### src/rtl/trace_capture.sv
// Instruction trace capture: classifies each captured cycle into a record
// and queues it in a DEPTH-entry FIFO; a halt record ends capture and drains.
module trace_capture #(
  parameter int DEPTH = 8
) (
  input  logic                       clk,
  input  logic                       rst,
  input  logic                       cap_en,
  input  logic [15:0]                pc,
  input  logic                       reg_write,
  input  logic [3:0]                 write_reg,
  input  logic [15:0]                write_data,
  input  logic                       mem_read,
  input  logic                       mem_write,
  input  logic [15:0]                mem_addr,
  input  logic [15:0]                mem_data,
  input  logic                       hlt,
  output logic                       rec_valid,
  input  logic                       rec_ready,
  output logic [2:0]                 rec_type,
  output logic [3:0]                 rec_reg,
  output logic [63:0]                rec_data,
  output logic                       overflow,
  output logic [7:0]                 drop_cnt,
  output logic [$clog2(DEPTH):0]     level,
  output logic                       done
);
  localparam int AW = $clog2(DEPTH);
  localparam int LW = AW + 1;
  localparam logic [LW-1:0] FULL = LW'(DEPTH);

  localparam logic [2:0] T_REG = 3'd0, T_LD = 3'd1, T_ST = 3'd2,
                         T_NOP = 3'd3, T_HALT = 3'd4;

  typedef enum logic [2:0] {
    S_IDLE, S_CAPTURE, S_HALT_PEND, S_DRAIN, S_DONE
  } state_t;

  state_t state, state_nxt;

  logic [2:0]    type_mem [DEPTH];
  logic [3:0]    reg_mem  [DEPTH];
  logic [63:0]   data_mem [DEPTH];
  logic [AW-1:0] wr_ptr, rd_ptr;
  logic [15:0]   inum;
  logic [63:0]   pend_data;

  logic [2:0]  cur_type;
  logic [3:0]  cur_reg;
  logic [15:0] fa, fb;

  logic cap, pend_st, push_req, push, pop, can_push, drop, pend_load;
  logic [2:0]  in_type;
  logic [3:0]  in_reg;
  logic [63:0] in_data;

  assign pop      = rec_valid & rec_ready;
  assign can_push = (level < FULL) || pop;

  // Record classification, reg_write has priority over hlt
  always_comb begin
    cur_type = T_NOP;
    cur_reg  = 4'd0;
    fa       = 16'd0;
    fb       = 16'd0;
    if (reg_write && mem_read) begin
      cur_type = T_LD;  cur_reg = write_reg; fa = write_data; fb = mem_addr;
    end else if (reg_write) begin
      cur_type = T_REG; cur_reg = write_reg; fa = write_data;
    end else if (hlt) begin
      cur_type = T_HALT;
    end else if (mem_write) begin
      cur_type = T_ST;  fa = mem_addr; fb = mem_data;
    end
  end

  always_ff @(posedge clk or posedge rst) begin
    if (rst) state <= S_IDLE;
    else     state <= state_nxt;
  end

  always_comb begin
    state_nxt = state;
    case (state)
      S_IDLE:      if (cap_en) state_nxt = S_CAPTURE;
      S_CAPTURE:
        if (!cap_en)                state_nxt = S_IDLE;
        else if (cur_type == T_HALT) state_nxt = can_push ? S_DRAIN : S_HALT_PEND;
      S_HALT_PEND: if (can_push) state_nxt = S_DRAIN;
      S_DRAIN:     if (level == '0) state_nxt = S_DONE;
      S_DONE:      state_nxt = S_DONE;
      default:     state_nxt = S_IDLE;
    endcase
  end

  always_comb begin
    cap       = (state == S_CAPTURE) && cap_en;
    pend_st   = (state == S_HALT_PEND);
    push_req  = cap || pend_st;
    push      = push_req && can_push;
    drop      = cap && !can_push && (cur_type != T_HALT);
    pend_load = cap && !can_push && (cur_type == T_HALT);
    in_type   = pend_st ? T_HALT : cur_type;
    in_reg    = pend_st ? 4'd0 : cur_reg;
    in_data   = pend_st ? pend_data : {inum, pc, fa, fb};
    done      = (state == S_DONE);
  end

  always_ff @(posedge clk) begin
    if (push) begin
      type_mem[wr_ptr] <= in_type;
      reg_mem[wr_ptr]  <= in_reg;
      data_mem[wr_ptr] <= in_data;
    end
  end

  always_ff @(posedge clk or posedge rst) begin
    if (rst) begin
      wr_ptr    <= '0;
      rd_ptr    <= '0;
      level     <= '0;
      inum      <= 16'd0;
      overflow  <= 1'b0;
      drop_cnt  <= 8'd0;
      pend_data <= 64'd0;
    end else begin
      if (push) wr_ptr <= wr_ptr + 1'b1;
      if (pop)  rd_ptr <= rd_ptr + 1'b1;
      case ({push, pop})
        2'b10:   level <= level + 1'b1;
        2'b01:   level <= level - 1'b1;
        default: level <= level;
      endcase
      if (cap) inum <= inum + 16'd1;
      if (drop) begin
        overflow <= 1'b1;
        if (drop_cnt != 8'hFF) drop_cnt <= drop_cnt + 8'd1;
      end
      if (pend_load) pend_data <= {inum, pc, 32'd0};
    end
  end

  // Head is gated so an empty FIFO never shows stale storage
  assign rec_valid = (level != '0);
  assign rec_type  = rec_valid ? type_mem[rd_ptr] : 3'd0;
  assign rec_reg   = rec_valid ? reg_mem[rd_ptr]  : 4'd0;
  assign rec_data  = rec_valid ? data_mem[rd_ptr] : 64'd0;
endmodule

### config.mk
export PLATFORM = sky130hd
export DESIGN_NAME = trace_capture
export DESIGN_NICKNAME = d
export VERILOG_FILES = /design/src/rtl/trace_capture.sv
export SDC_FILE = /design/constraint.sdc
export NUM_CORES = 1
export LEC_CHECK = 0
export ABC_AREA = 1
export BUFFER_PORTS_ARGS = -buffer_cell sky130_fd_sc_hd__buf_2
export CELL_PAD_IN_SITES_DETAIL_PLACEMENT = 0
export CELL_PAD_IN_SITES_GLOBAL_PLACEMENT = 1
export CORE_AREA = 2 2 302 185
export DETAILED_ROUTE_END_ITERATION = 10
export DIE_AREA = 0 0 304 187
export GPL_TIMING_DRIVEN = 0
export PLACE_DENSITY = 0.89
export SLEW_MARGIN = 20
export SYNTH_ARGS = -nofsm -noshare
export SYNTH_HDL_FRONTEND = slang
export SYNTH_SLANG_ARGS = --single-unit
export TNS_END_PERCENT = 30
### constraint.sdc
create_clock -name clk -period 9.4 [get_ports clk]
set_input_delay 0.47 -clock clk [delete_from_list [all_inputs] [get_ports clk]]
set_output_delay 0.47 -clock clk [all_outputs]
set_load 0.03 [all_outputs]
Yosys cells after proc, flatten, opt, wreduce, memory -nomap -nowiden
Memories as Yosys holds them, arrays and structs flattened.
Index checks and enable logic that the tools add are counted.
{"block": "word_totals", "mem_count": 3, "ramBits": 568, "reg_bits": 70}
{"memory": "data_mem", "depth": 8, "width": 64, "rd": 1, "rd_clocked_by_memory_dff": 0, "write_ports": 1, "line_no": "43", "rtl": "logic [63:0] data_mem [DEPTH];"}
{"memory": "reg_mem", "depth": 8, "width": 4, "rd": 1, "rd_clocked_by_memory_dff": 0, "write_ports": 1, "line_no": "42", "rtl": "logic [3:0] reg_mem [DEPTH];"}
{"memory": "type_mem", "depth": 8, "width": 3, "rd": 1, "rd_clocked_by_memory_dff": 0, "write_ports": 1, "line_no": "41", "rtl": "logic [2:0] type_mem [DEPTH];"}
{"block": "op_classes", "n_lt_le_gt_ge": 1, "eq_ne": 13, "add_sub_neg": 6, "bitwise_logic": 1, "n_mux": 30, "n_reduce_logical": 15}
{"operator": "$mux W16", "count": 8}
{"operator": "$mux W64", "count": 2}
{"operator": "$mux W3", "count": 10}
{"operator": "$add A16 B1 Y16 const B", "count": 1}
{"operator": "$mux W4", "count": 4}
{"operator": "$pmux W3 S5", "count": 1}
{"operator": "$add A8 B1 Y8 const B", "count": 1}
{"operator": "$ne A8 B8 Y1 const B", "count": 1}
{"operator": "$pmux W4 S2", "count": 1}
{"operator": "$add A3 B1 Y3 const B", "count": 2}
{"operator": "$eq A3 B2 Y1 const B", "count": 2}
{"operator": "$eq A3 B3 Y1 const B", "count": 2}
{"operator": "$logic_and A1 B1 Y1", "count": 6}
{"operator": "$ne A3 B3 Y1 const B", "count": 2}
{"operator": "$add A4 B1 Y4 const B", "count": 1}
{"operator": "$logic_not A4 Y1", "count": 1}
{"operator": "$lt A4 B4 Y1 const B", "count": 1}
{"operator": "$mux W1", "count": 4}
{"operator": "$ne A2 B2 Y1 const B", "count": 2}
{"operator": "$reduce_and A4 Y1", "count": 1}
{"operator": "$reduce_bool A4 Y1", "count": 1}
{"operator": "$sub A4 B1 Y4 const B", "count": 1}
{"operator": "$eq A3 B1 Y1 const B", "count": 1}
{"operator": "$logic_not A3 Y1", "count": 1}
{"operator": "other kinds (8)", "count": 9}

Longest topological paths before layout
Gate-level depths: netlist of the first run.
{"block": "depth", "ltp_word": 8, "mapped_depth": 14, "ltp_nobuf": 14}

Worst setup path before layout of the first run
Ideal clock, no wire load.
{"block": "synth_timing", "path_kind": "register to register", "start": "reg level[3]", "end": "mem data_mem[1][0], enable pin", "path_slack_ns": 4.657, "stages_incl_launch_ff": 9, "t_arrival_ns": 4.242, "required_time_ns": 8.900, "path_buffers": 0, "setup_ns": 0.500, "cell_sequence": "dfrtp_1 -> nor2_2 -> nand2_1 -> nand2_2 -> nand2_2 -> nand2_2 -> inv_2 -> nand2_1 -> nor2_1"}
{"block": "synth_between", "elab_chain_len": 6, "elab_cells_between_ends": 7, "classes_between": "1 x order compare; 2 x mux; 1 x bitwise; 3 x reduce/logical"}
{"item": "start: declaration", "line_no": "25", "rtl": "output logic [$clog2(DEPTH):0] level,"}
{"item": "start signal: assignment", "line_no": "130", "rtl": "2'b10: level <= level + 1'b1;"}
{"item": "start signal: assignment", "line_no": "131", "rtl": "2'b01: level <= level - 1'b1;"}
{"item": "start signal: assignment", "line_no": "132", "rtl": "default: level <= level;"}
{"item": "parallel branches: the longest is 2 deep, another holds $lt A4 B4 Y1"}
{"item": "$logic_or A1 B1 Y1 (*)", "line_no": "58", "rtl": "assign can_push = (level < FULL) || pop;"}
{"item": "$logic_and A1 B1 Y1 (*)", "line_no": "100", "rtl": "push = push_req && can_push;"}
{"item": "$mux W1 (*)", "line_no": "110", "rtl": "if (push) begin"}
{"item": "$mux W1 (implied by the code) (*)", "line_no": "113", "rtl": "data_mem[wr_ptr] <= in_data;"}
{"item": "end: declaration", "line_no": "43"}
Every way passes the cells marked *.

Worst setup path after layout of the first run
{"block": "layout_timing", "start": "reg rd_ptr[0]", "end": "out rec_data[29]"}
{"block": "layout_between", "elab_chain_len": 2}
{"item": "start: declaration", "line_no": "44", "rtl": "logic [AW-1:0] wr_ptr, rd_ptr;"}
{"item": "start signal: assignment", "line_no": "128", "rtl": "if (pop) rd_ptr <= rd_ptr + 1'b1;"}
{"item": "$mem_v2 Z8 W64"}
{"item": "$mux W64", "line_no": "147", "rtl": "assign rec_data = rec_valid ? data_mem[rd_ptr] : 64'd0;"}
{"item": "end: declaration", "line_no": "22", "rtl": "output logic [63:0] rec_data,"}
Every way passes these cells.

==> summary.md, run 1 <==
| Metric | Value |
|---|---|
| Sink Count | between 600 and 700 |
| Post-synth net total | 2452 |
| Final Wtd Congestion | ~0.9 |
| Final critical-path setup slack | 5723 ps |
| Worst-path clk slew | 70 ps |
| Cell variety after synth | 37 |
| Hold Vio Cnt, Final | 0 |
| Leakage power total | around 11 nW |
| Worst setup EP type | output port |
| IO Pins | between 150 and 200 |
| Layout cells sized above 1 | between 10% and 20% |
| Total Die Area | 56850 um2 |
| Synthesized area | ~27000 um2 |
| DR iter-0 viols | 2738 |
| Min-delay worst type | input pin to flip-flop |
| First-pass GRT wire length | ~110 mm |
| Final wirelength | 74.01 mm |
| Core area | 54570 um2 |
| Slew Limit Fails | 0 |
| Clock Root Buffer | clkbuf_16 |
| CP cell instances | buf_4, clkbuf_1, o21ai_0, o21ai_0, nor2_1, nor2_1, buf_2 |
| Fin area | around 31000 um2 |
| Relative slew margins | about a quarter |
| CTS max path bufs | 3 |
| Detailed Routing Iterations Pass 1 | 6 |
| CTS Buf Count | 57 |
| Final setup fails | 0 |
| Total gr overflow | 0 |
| GRT Total Usage | about a quarter |
| Skew final | around 30 ps |
| Antenna violations before repair | 0 |
| Via/cell ratio | 5.738 |
| DP Worst Slack | between 6000 and 7000 ps |
| Period Utilization, post-route | about two fifths |
| Number of max-cap violations | 0 |
| Crit path required time | 8930 ps |
| Cell Count, Final, Fillers Out | about 3.4k |
| Worst vdd ir | approximately 0.00024 V |
| Via count | 19.42k |
| Ys async rst share | around 11% |
| Post-DR wirelength/cell | 21.86 um |
| Slew @ Worst Pin | ~1100 ps |
| Register area share after synthesis | 70.35% |
| Slowest stage cell, crit path | dfrtp_1 |
| Crit path DAT | about 3200 ps |
| Synth Instances | 2369 |
| Synth-to-layout area growth | 16.06% |
| Chip width | between 300 and 400 um |
| Post-synth EDFFs | 568 |
| Status | finished clean |
| RSZ-0062 raised after global routing | false |
| Syn_area_per_cell | roughly 11 um2 |
| Fmax achieved | approximately 270 MHz |
| Largest net degree at the start of global routing | 57 |
| Critical path class | flip-flop to output port |
| CP max FO | 10 |
| CP max stage delay | between 600 and 700 ps |
| CTS H-tree depth | 2 |
| Layout Nets | 2702 |
| Die H | roughly 190 um |
| Post-placement cell count | around 3.3k |
| YS warnings | 0 |
| Initial core utilization | about half |
| Area post-placement | between 20000 and 30000 um2 |
| Crit path launch type | flip-flop |
| Detailed-placement wirelength estimate | 50.32 mm |
| Row cnt | 67 |
| Setup_tns | 0 ps |
| Clk_lat worst skew | a little over 600 ps |
| Synthesized flop and latch total | about 640 |
| Antenna Violating Nets Remaining | 0 |
| Port Buf Inserts | between 150 and 200 |
| CTS tree | built |
| CTS resizes | 0 |
| Vias in the first global route | between 15k and 20k |
| # DRC | 0 |
| Final core utilization | a little under three fifths |
| Power Dens Cells | around 340 nW/um2 |
| Minimum clock period | around 3700 ps |
| Most used flip-flop cell after synthesis | edfxtp_1 |
cell families (layout without fill, tap and decap cells):
family / Yosys count / after routing / share of synthesized area, %
XOR/XNOR: 16 / 16 / 0.5242
AO/OA/AOI/OAI: 591 / 591 / 11.55
adder cells (fa/ha/maj): 7 / 7 / 0.3276
buffers and inverters: 207 / 498 / 3.721
AND/OR/NAND/NOR: 910 / 910 / 13.53
other: 0 / 1 / 0
flip-flops: 638 / 638 / 70.35
routing by layer:
layer | part of all wire [%] | vias up | GRT usage (%)
li1 | - | 8756 | -
met1 | 42 | 9425 | 38.34
met2 | 45 | 1126 | 39.32
met3 | 11 | 115 | 4.872
met4 | 2.4 | 0 | 6.123
met5 | 0 | - | 0
worst max-delay path, delay by kind of cell (launching register included):
family / cells / cell delay (ps)
AOI/OAI and AO/OA: 2 / 400
DFF: 1 / 640
buffers and inverters: 3 / 1110
and+or+nand+nor: 2 / 460
cell type report:
type,instances,area (um2)
repair buffers,191,1539
multi-input cells,1524,6980
clock inverters,31,280.3
fillers,4365,23550
diodes,1,2.502
plain buffers,142,750.7
well taps,724,905.9
clock buffers,69,1514
flip-flops and latches,638,18810
inverters,65,246.5
sequential cells by signal, indices dropped and copies added (netlist names):
| register | cells |
|---|---|
| data_mem | 512 |
| pend_data | 32 |
| reg_mem | 32 |
| type_mem | 24 |
| inum | 16 |
| drop_cnt | 8 |
| level | 4 |
| rd_ptr | 3 |
| state | 3 |
| wr_ptr | 3 |
| overflow | 1 |
per-stage QoR:
stage | hold slack (ps) | power (mW)
2_1_floorplan | 455.3 | 6.701
3_3_place_gp | 451.6 | 8.189
3_5_place_dp | 422.6 | 8.383
4_1_cts | 117.0 | 10.66
5_1_grt | 115.8 | 11.21
6_report | 132.4 | 10.70
what timing repair did:
item | in CTS | in global routing
buffers inserted | 0 | 0
hold buffers | 1 | 0
endpoints found under the hold margin | 14 | 0
power breakdown:
group,leakage [nW],internal [mW],switching (mW)
registers,6.10,3.63,0.152
clock network,0.879,1.28,1.01
logic,4.26,1.22,3.41
cell usage after synthesis (20+ instances only):
library cell | count | area [um2]
buf_2 | 35 | 175.2
buf_6 | 20 | 225.2
clkbuf_1 | 68 | 255.2
dfrtp_1 | 70 | 1752
edfxtp_1 | 568 | 17060
inv_1 | 60 | 225.2
nand2_1 | 221 | 829.6
nand3_1 | 50 | 250.2
nor2_1 | 607 | 2278
o21ai_0 | 323 | 1617
o21ai_1 | 216 | 1081
o21ai_2 | 31 | 271.5
final timing paths:
check,from,end,slack (ps),cells past startpoint
max in group asynchronous,rst,drop_cnt[7],8470,4
min in group asynchronous,rst,pend_data[40],340,3
setup / recovery,rd_ptr[0],rec_data[29],5720,7
hold / removal,pc[9],pend_data[41],130,3
setup reg to reg,state[0],data_mem[7][20],6300,9
hold reg to reg,overflow,overflow,480,1
cells in the final DEF, fill, tap and decap left out, types with 12 or more instances in the layout:
| cell type | Yosys | routed |
|---|---|---|
| o21ai_0 | 323 | 322 |
| nor2_1 | 607 | 603 |
| edfxtp_1 | 568 | 568 |
| a21oi_1 | 17 | 17 |
| clkinv_1 | 1 | 12 |
| dfrtp_1 | 70 | 70 |
| o21ai_2 | 31 | 31 |
| xor2_1 | 13 | 13 |
| inv_1 | 60 | 59 |
| nand3_1 | 50 | 50 |
| buf_2 | 35 | 196 |
| buf_16 | 0 | 19 |
| buf_6 | 20 | 20 |
| nand2_1 | 221 | 221 |
| clkbuf_1 | 68 | 78 |
| o21ai_1 | 216 | 217 |
| clkbuf_16 | 0 | 59 |
No activity file was read; power rests on OpenSTA's default activity.
==> inputs of run 2 (changes only) <==
--- a/config.mk
+++ b/config.mk
@@ -9,11 +9,11 @@
 export BUFFER_PORTS_ARGS = -buffer_cell sky130_fd_sc_hd__buf_2
 export CELL_PAD_IN_SITES_DETAIL_PLACEMENT = 0
 export CELL_PAD_IN_SITES_GLOBAL_PLACEMENT = 1
-export CORE_AREA = 2 2 302 185
+export CORE_AREA = 2 2 322 196
 export DETAILED_ROUTE_END_ITERATION = 10
-export DIE_AREA = 0 0 304 187
+export DIE_AREA = 0 0 324 198
 export GPL_TIMING_DRIVEN = 0
-export PLACE_DENSITY = 0.89
+export PLACE_DENSITY = 0.84
 export SLEW_MARGIN = 20
 export SYNTH_ARGS = -nofsm -noshare
 export SYNTH_HDL_FRONTEND = slang
==> constraint.sdc (replaced) <==
create_clock -name clk -period 2.9 [get_ports clk]
set_input_delay 0.145 -clock clk [delete_from_list [all_inputs] [get_ports clk]]
set_output_delay 0.145 -clock clk [all_outputs]
set_load 0.03 [all_outputs]
==> run 2 against run 1 <==
Against the previous run: the flow now finishes with violations (setup timing); via count shrank 1.1%; non-clock buffer count grew 22; clock power grew to 3.1 times the previous value; hold slack lost 110 ps; critical endpoint unchanged.
==> summary.md, run 2 (synthesized netlist as in run 1, its figures left out) <==
| Metric | Value |
|---|---|
| Crit path DAT | around 2800 ps |
| FF-to-FF End | data_mem[2][22] |
| GRT met1 Usage | between 30% and 40% |
| Worst-path clk slew | about 70 ps |
| Met3 usage in global routing | 3.866% |
| Final setup fails | 2 |
| CTS H-tree depth | 2 |
| Row cnt | 71 |
| Chip width | 324 um |
| Worst Reg2Reg Path Length in Cells | 8 |
| Clock Root Buffer | clkbuf_16 |
| Commonest non-fill, non-tap cell in the layout | nor2_1 |
| Relative slew margins | between 20% and 30% |
| Leakage power total | around 11 nW |
| Cell Count, Final, Fillers Out | 3526 |
| Slew @ Worst Pin | 1070 ps |
| Top reg by flops | data_mem |
| Worst Setup SP | rd_ptr[0] |
| Part of the power in combinational logic | approximately 44% |
| Antenna violations before repair | 2 |
| DR iter-0 viols | about 2.1k |
| Switching share of power | between 40% and 50% |
| Status | finished, violations left |
| Max reg flops | 512 |
| Worst vdd ir | about 0.00062 V |
| Area post-placement | a little under 30000 um2 |
| Largest net degree at the start of global routing | 56 |
| Period Utilization, post-route | 100.5% |
| Clock power share | 20.5% |
| First-pass GRT wire length | between 100 and 150 mm |
| Fin area | approximately 32000 um2 |
| DP Worst Slack | -181.5 ps |
| Initial core utilization | ~43% |
| Skew final | about 20 ps |
| CTS Buf Count | a little under 60 |
| P_int | 19.85 mW |
| CP max FO | 19 |
| # DRC | 0 |
| R2R Setup Slk | about 140 ps |
| Port Buf Inserts | roughly 160 |
| Crit path required time | between 2000 and 3000 ps |
| Seq pwr share | 35.3% |
| CP cell instances | buf_8, clkbuf_4, nor2_1, nor2_1, o21ai_0, o21ai_1, o21ai_0, nor2_2, buf_4 |
| Synth-to-layout area growth | 17.88% |
| Via/cell ratio | approximately 5.4 |
| Critical path class | flip-flop to output port |
| Total power | 34.75 mW |
| Total Die Area | roughly 64000 um2 |
| Detailed Routing Iterations Pass 1 | 5 |
| Final core utilization | between 50% and 60% |
| Worst setup EP type | output port |
| Layout cells sized above 1 | between 10% and 20% |
| Min-delay worst type | input pin to flip-flop |
| Power Dens Cells | roughly 1100 nW/um2 |
| GR peak layer | met1 |
| Fmax achieved | roughly 340 MHz |
| Vias in the first global route | 18.17k |
| Slew Limit Fails | 0 |
| Slowest stage cell, crit path | dfrtp_2 |
| Filler cell count | ~5.3k |
| CTS tree | built |
| IO Pins | around 160 |
| Number of max-cap violations | 0 |
| Timing endpoint of the critical path | rec_data[29] |
| CTS max path bufs | 3 |
| RSZ-0062 raised after global routing | true |
| GRT Total Usage | 23.11% |
| Detailed-placement wirelength estimate | ~51 mm |
| Worst r2r src | state[1] |
| Sink Count | between 600 and 700 |
| Final wirelength | roughly 74 mm |
| Crit path launch type | flip-flop |
| Net Sw Power | 14.90 mW |
| Hold Crit Start | mem_data[7] |
| Routing usage on met2 | 34.71% |
| Hold Vio Cnt, Final | 0 |
| Largest regs | data_mem: 512 flops, pend_data: 32 flops, reg_mem: 32 flops |
| Final Wtd Congestion | about 0.87 |
| CP max stage delay | 560 ps |
| Post-placement cell count | 3395 |
| Total gr overflow | 0 |
| Core area | 61740 um2 |
| Post-DR wirelength/cell | approximately 21 um |
| Layout Nets | roughly 2.7k |
| Final critical-path setup slack | -15.16 ps |
| Antenna Cells | 0 |
| Clk_lat worst skew | between 600 and 700 ps |
| Die H | roughly 200 um |
| Most frequent cells in the layout | nor2_1 (586), edfxtp_1 (568), o21ai_0 (315) |
| Minimum clock period | 2915 ps |
| Antenna Violating Nets Remaining | 0 |
| Violated checks | setup timing |
| Via count | between 15k and 20k |
-- run 2: changes by cell type in the layout (fill, tap and decap cells not counted), sizes merged --
cell	change
buf	-7
clkbuf	+5
clkinvlp	-1
bufinv	-4
inv	+1
dlygate4sd3	+23
clkinv	+10
diode	-1
-- run 2: how the worst min path moves through the flow --
stage,endpoint,slack (ps),cells past startpoint
final,data_mem[7][7],20,3
after CTS,reg_mem[4][2],3,3
after floorplan,pend_data[32],300,2
after detailed placement,pend_data[39],100,2
after global placement,pend_data[40],430,3
after global routing,data_mem[7][7],40,3
-- run 2: layout make-up --
| class | instances | area [um2] | area share (%) |
|---|---|---|---|
| Buffer | 141 | 884.6 | 2.807 |
| Inverter | 65 | 250.2 | 0.7941 |
| Clock inverter | 37 | 224.0 | 0.7107 |
| Tap cell | 839 | 1050 | 3.331 |
| Clock buffer | 68 | 1509 | 4.788 |
| Multi-Input combinational cell | 1524 | 7046 | 22.36 |
| Timing Repair Buffer | 214 | 1735 | 5.507 |
| Sequential cell | 638 | 18820 | 59.71 |
-- run 2: worst max-delay path: cells and delay by family (launching register included) --
kind / cells / cell delay [ps]
buffers and inverters: 3 / 770
DFF: 1 / 560
and+or+nand+nor: 3 / 460
AOI/OAI and AO/OA: 3 / 350
-- run 2: timing repair --
action | CTS | global route
pin swaps | 5 | 5
buffers inserted | 1 | 2
resized for setup | 76 | 60
endpoints found under the setup margin | 147 | 194
hold endpoints to repair | 122 | 0
hold buffers | 24 | 0
-- run 2: metrics by stage --
stage	TNS, ps	hold WS [ps]
final	-23.13	19.64
after global routing	-377.4	36.48
after floorplan	-365200	301.4
after CTS	-222.0	2.931
after detailed placement	-4920	101.8
after global placement	-1250180	427.4
-- run 2: metal layers --
layer / part of all wire [%] / vias up
met5: 0.036 / -
met4: 2.0 / 4
met3: 9.5 / 101
met2: 44 / 909
met1: 44 / 9373
li1: - / 8816
-- run 2: power by group through the flow --
stage	Clock [mW]	Combinational [mW]	Sequential, mW
6_report	7.13	15.4	12.3
5_1_grt	7.54	16.7	12.4
4_1_cts	7.19	15.1	12.3
3_5_place_dp	0	14.8	12.4
3_3_place_gp	0	14.1	12.5
2_1_floorplan	0	9.28	12.4
==> inputs of run 3 (changes only) <==
--- a/config.mk
+++ b/config.mk
@@ -7,11 +7,12 @@
 export LEC_CHECK = 0
 export ABC_AREA = 1
 export BUFFER_PORTS_ARGS = -buffer_cell sky130_fd_sc_hd__buf_2
+export CAP_MARGIN = 20
 export CELL_PAD_IN_SITES_DETAIL_PLACEMENT = 0
 export CELL_PAD_IN_SITES_GLOBAL_PLACEMENT = 1
-export CORE_AREA = 2 2 322 196
+export CORE_AREA = 2 2 224 281
 export DETAILED_ROUTE_END_ITERATION = 10
-export DIE_AREA = 0 0 324 198
+export DIE_AREA = 0 0 226 283
 export GPL_TIMING_DRIVEN = 0
 export PLACE_DENSITY = 0.84
 export SLEW_MARGIN = 20
==> run 3 against run 2 <==
Against the previous run: the flow now finishes without violations; clock power up 8.6%; global-route usage up 0.15 points; via count up 0.43%; sequential share of layout area down 0.29 points; register-to-register slack worse by 70 ps; clock-buffer cell count up 1; power up 1.5%; die area down 0.30%; hold slack better by 12 ps; largest cell class unchanged.
==> summary.md, run 3 (synthesized netlist as in run 1, its figures left out) <==
| Metric | Value |
|---|---|
| Skew final | approximately 18 ps |
| Most frequent cells in the layout | nor2_1 (583), edfxtp_1 (568), o21ai_0 (321) |
| Slew Limit Fails | 0 |
| Fin area | between 30000 and 40000 um2 |
| CTS tree | built |
| CP max stage delay | approximately 510 ps |
| Worst vdd ir | between 0.0005 and 0.0006 V |
| Number of max-cap violations | 0 |
| Detailed Routing Iterations Pass 1 | 5 |
| CP cell instances | inv_4, buf_6, buf_6, buf_6, nor2_1, o21ai_0, o21ai_1, nor2_2, buf_2 |
| Antenna violations before repair | 0 |
| Max reg flops | 512 |
| Power Dens Cells | about 1100 nW/um2 |
| Area occupied by multi-input gates | between 7000 and 8000 um2 |
| Core area | roughly 61000 um2 |
| Top reg by flops | data_mem |
| Worst setup EP type | output port |
| Antenna Violating Nets Remaining | 0 |
| Sink Count | 638 |
| Initial core utilization | between 40% and 50% |
| Reg area | 18810 um2 |
| CTS max path bufs | 3 |
| CTS Buf Count | slightly below 60 |
| Commonest non-fill, non-tap cell in the layout | nor2_1 |
| Status | finished clean |
| Critical path class | flip-flop to output port |
| DR iter-0 viols | ~1.9k |
| Relative slew margins | between 20% and 30% |
| Total power | around 35 mW |
| Slew @ Worst Pin | 1080 ps |
| Worst-path clk slew | roughly 60 ps |
| Filler cell count | a little over 5k |
| RSZ-0062 raised after global routing | true |
| Minimum clock period | between 2000 and 3000 ps |
| Chip width | roughly 230 um |
| Leakage power total | about 12 nW |
| Layout cells sized above 1 | approximately 18% |
| Final wirelength | 74.81 mm |
| Die H | about 280 um |
| Row cnt | 102 |
| # DRC | 0 |
| Total gr overflow | 0 |
| Largest regs | data_mem: 512 flops, pend_data: 32 flops, reg_mem: 32 flops |
| Port Buf Inserts | around 160 |
| Slowest stage cell, crit path | dfrtp_2 |
| Min-delay worst type | input pin to flip-flop |
| Layout Nets | approximately 2.7k |
| Area post-placement | 29240 um2 |
| Largest net degree at the start of global routing | 56 |
| Synth-to-layout area growth | 18.44% |
| GRT Total Usage | about a quarter |
| Clock Root Buffer | clkbuf_16 |
| Crit path DAT | approximately 2800 ps |
| Final setup fails | 0 |
| Period Utilization, post-route | between 90 and 100% |
| IO Pins | 162 |
| Detailed-placement wirelength estimate | just over 50 mm |
| Final Wtd Congestion | between 0.8 and 0.9 |
| Clk_lat worst skew | ~650 ps |
| Total Die Area | between 60000 and 70000 um2 |
| First-pass GRT wire length | ~110 mm |
| Fmax achieved | around 350 MHz |
| Vias in the first global route | approximately 19k |
| Via count | around 19k |
| Crit path launch type | flip-flop |
| Worst path most repeated cell | buf_6 |
| Post-DR wirelength/cell | ~21 um |
| Via/cell ratio | approximately 5.5 |
| CP max FO | 10 |
| Crit path required time | approximately 2800 ps |
| CTS H-tree depth | 2 |
| Hold Vio Cnt, Final | 0 |
==> run 3: cell count changes in the layout (fill, tap and decap cells not counted), sizes merged <==
cell,previous run,this run
bufinv,1,6
buf,253,260
diode,0,1
inv,67,66
clkbuf,146,145
clkinvlp,1,4
clkinv,33,32
==> run 3: per-layer routing <==
layer / up-vias / share of wire (%) / GRT usage, % / wire length, um
li1: 8842 / - / - / -
met2: 857 / 50 / 40.27 / 37730
met4: 0 / 3.3 / 8.891 / 2448
met3: 158 / 7.5 / 3.412 / 5622
met5: - / 0 / 0 / 0
met1: 9429 / 39 / 29.41 / 29020
==> run 3: report_power, final <==
group	switching (mW)	internal, mW
sequential	0.487	11.8
combinational	11.1	4.22
clock	3.41	4.33
total	15.0	20.3
==> run 3: final timing paths <==
kind                              start               to  slack [ps]  cells past startpoint
max in group asynchronous           rst         state[0]        1740                      5
setup / recovery              rd_ptr[0]     rec_data[54]           8                      9
min in group asynchronous           rst    pend_data[38]         570                      4
hold reg to reg                overflow         overflow         460                      1
setup reg to reg               state[0]  data_mem[0][39]          70                      8
hold / removal             mem_data[11]  data_mem[1][11]          30                      3
==> run 3: critical path, delay by kind of cell (launching register included) <==
family / cells / cell delay (ps)
AND/OR/NAND/NOR: 2 / 280
flip-flops: 1 / 510
buffers and inverters: 5 / 1030
AO/OA/AOI/OAI: 2 / 290
==> run 3: area by class of cell <==
cell class / count / area share, %
plain buffers: 142 / 2.758
multi-input cells: 1524 / 22.22
well taps: 832 / 3.288
repair buffers: 218 / 5.445
inverters: 65 / 0.7903
diodes: 1 / 0.007903
flip-flops and latches: 638 / 59.42
clock inverters: 43 / 1.225
clock buffers: 69 / 4.849
==> run 3: through the flow <==
| stage | util [%] | hold slack, ps | worst slack [ps] | setup TNS (ps) | instances |
|---|---|---|---|---|---|
| floorplan | - | 301.4 | -740.7 | -365200 | 2369 |
| detailed placement | 47.64 | 101.0 | -156.6 | -11710 | 3389 |
| global placement | 46.58 | 414.8 | -2620 | -1299720 | 3362 |
| global route | 51.58 | 50.52 | -62.22 | -1315 | 3531 |
| finish | 51.58 | 31.81 | 8.480 | 0 | 3532 |
| CTS | 51.41 | 6.574 | -11.56 | -71.80 | 3526 |
==> run 3: what timing repair did <==
item	in CTS	in global routing
endpoints found under the hold margin	118	0
buffers inserted	1	4
gates resized for setup	78	37
hold buffers	24	0
pin swaps	3	3
setup endpoints to repair	179	123
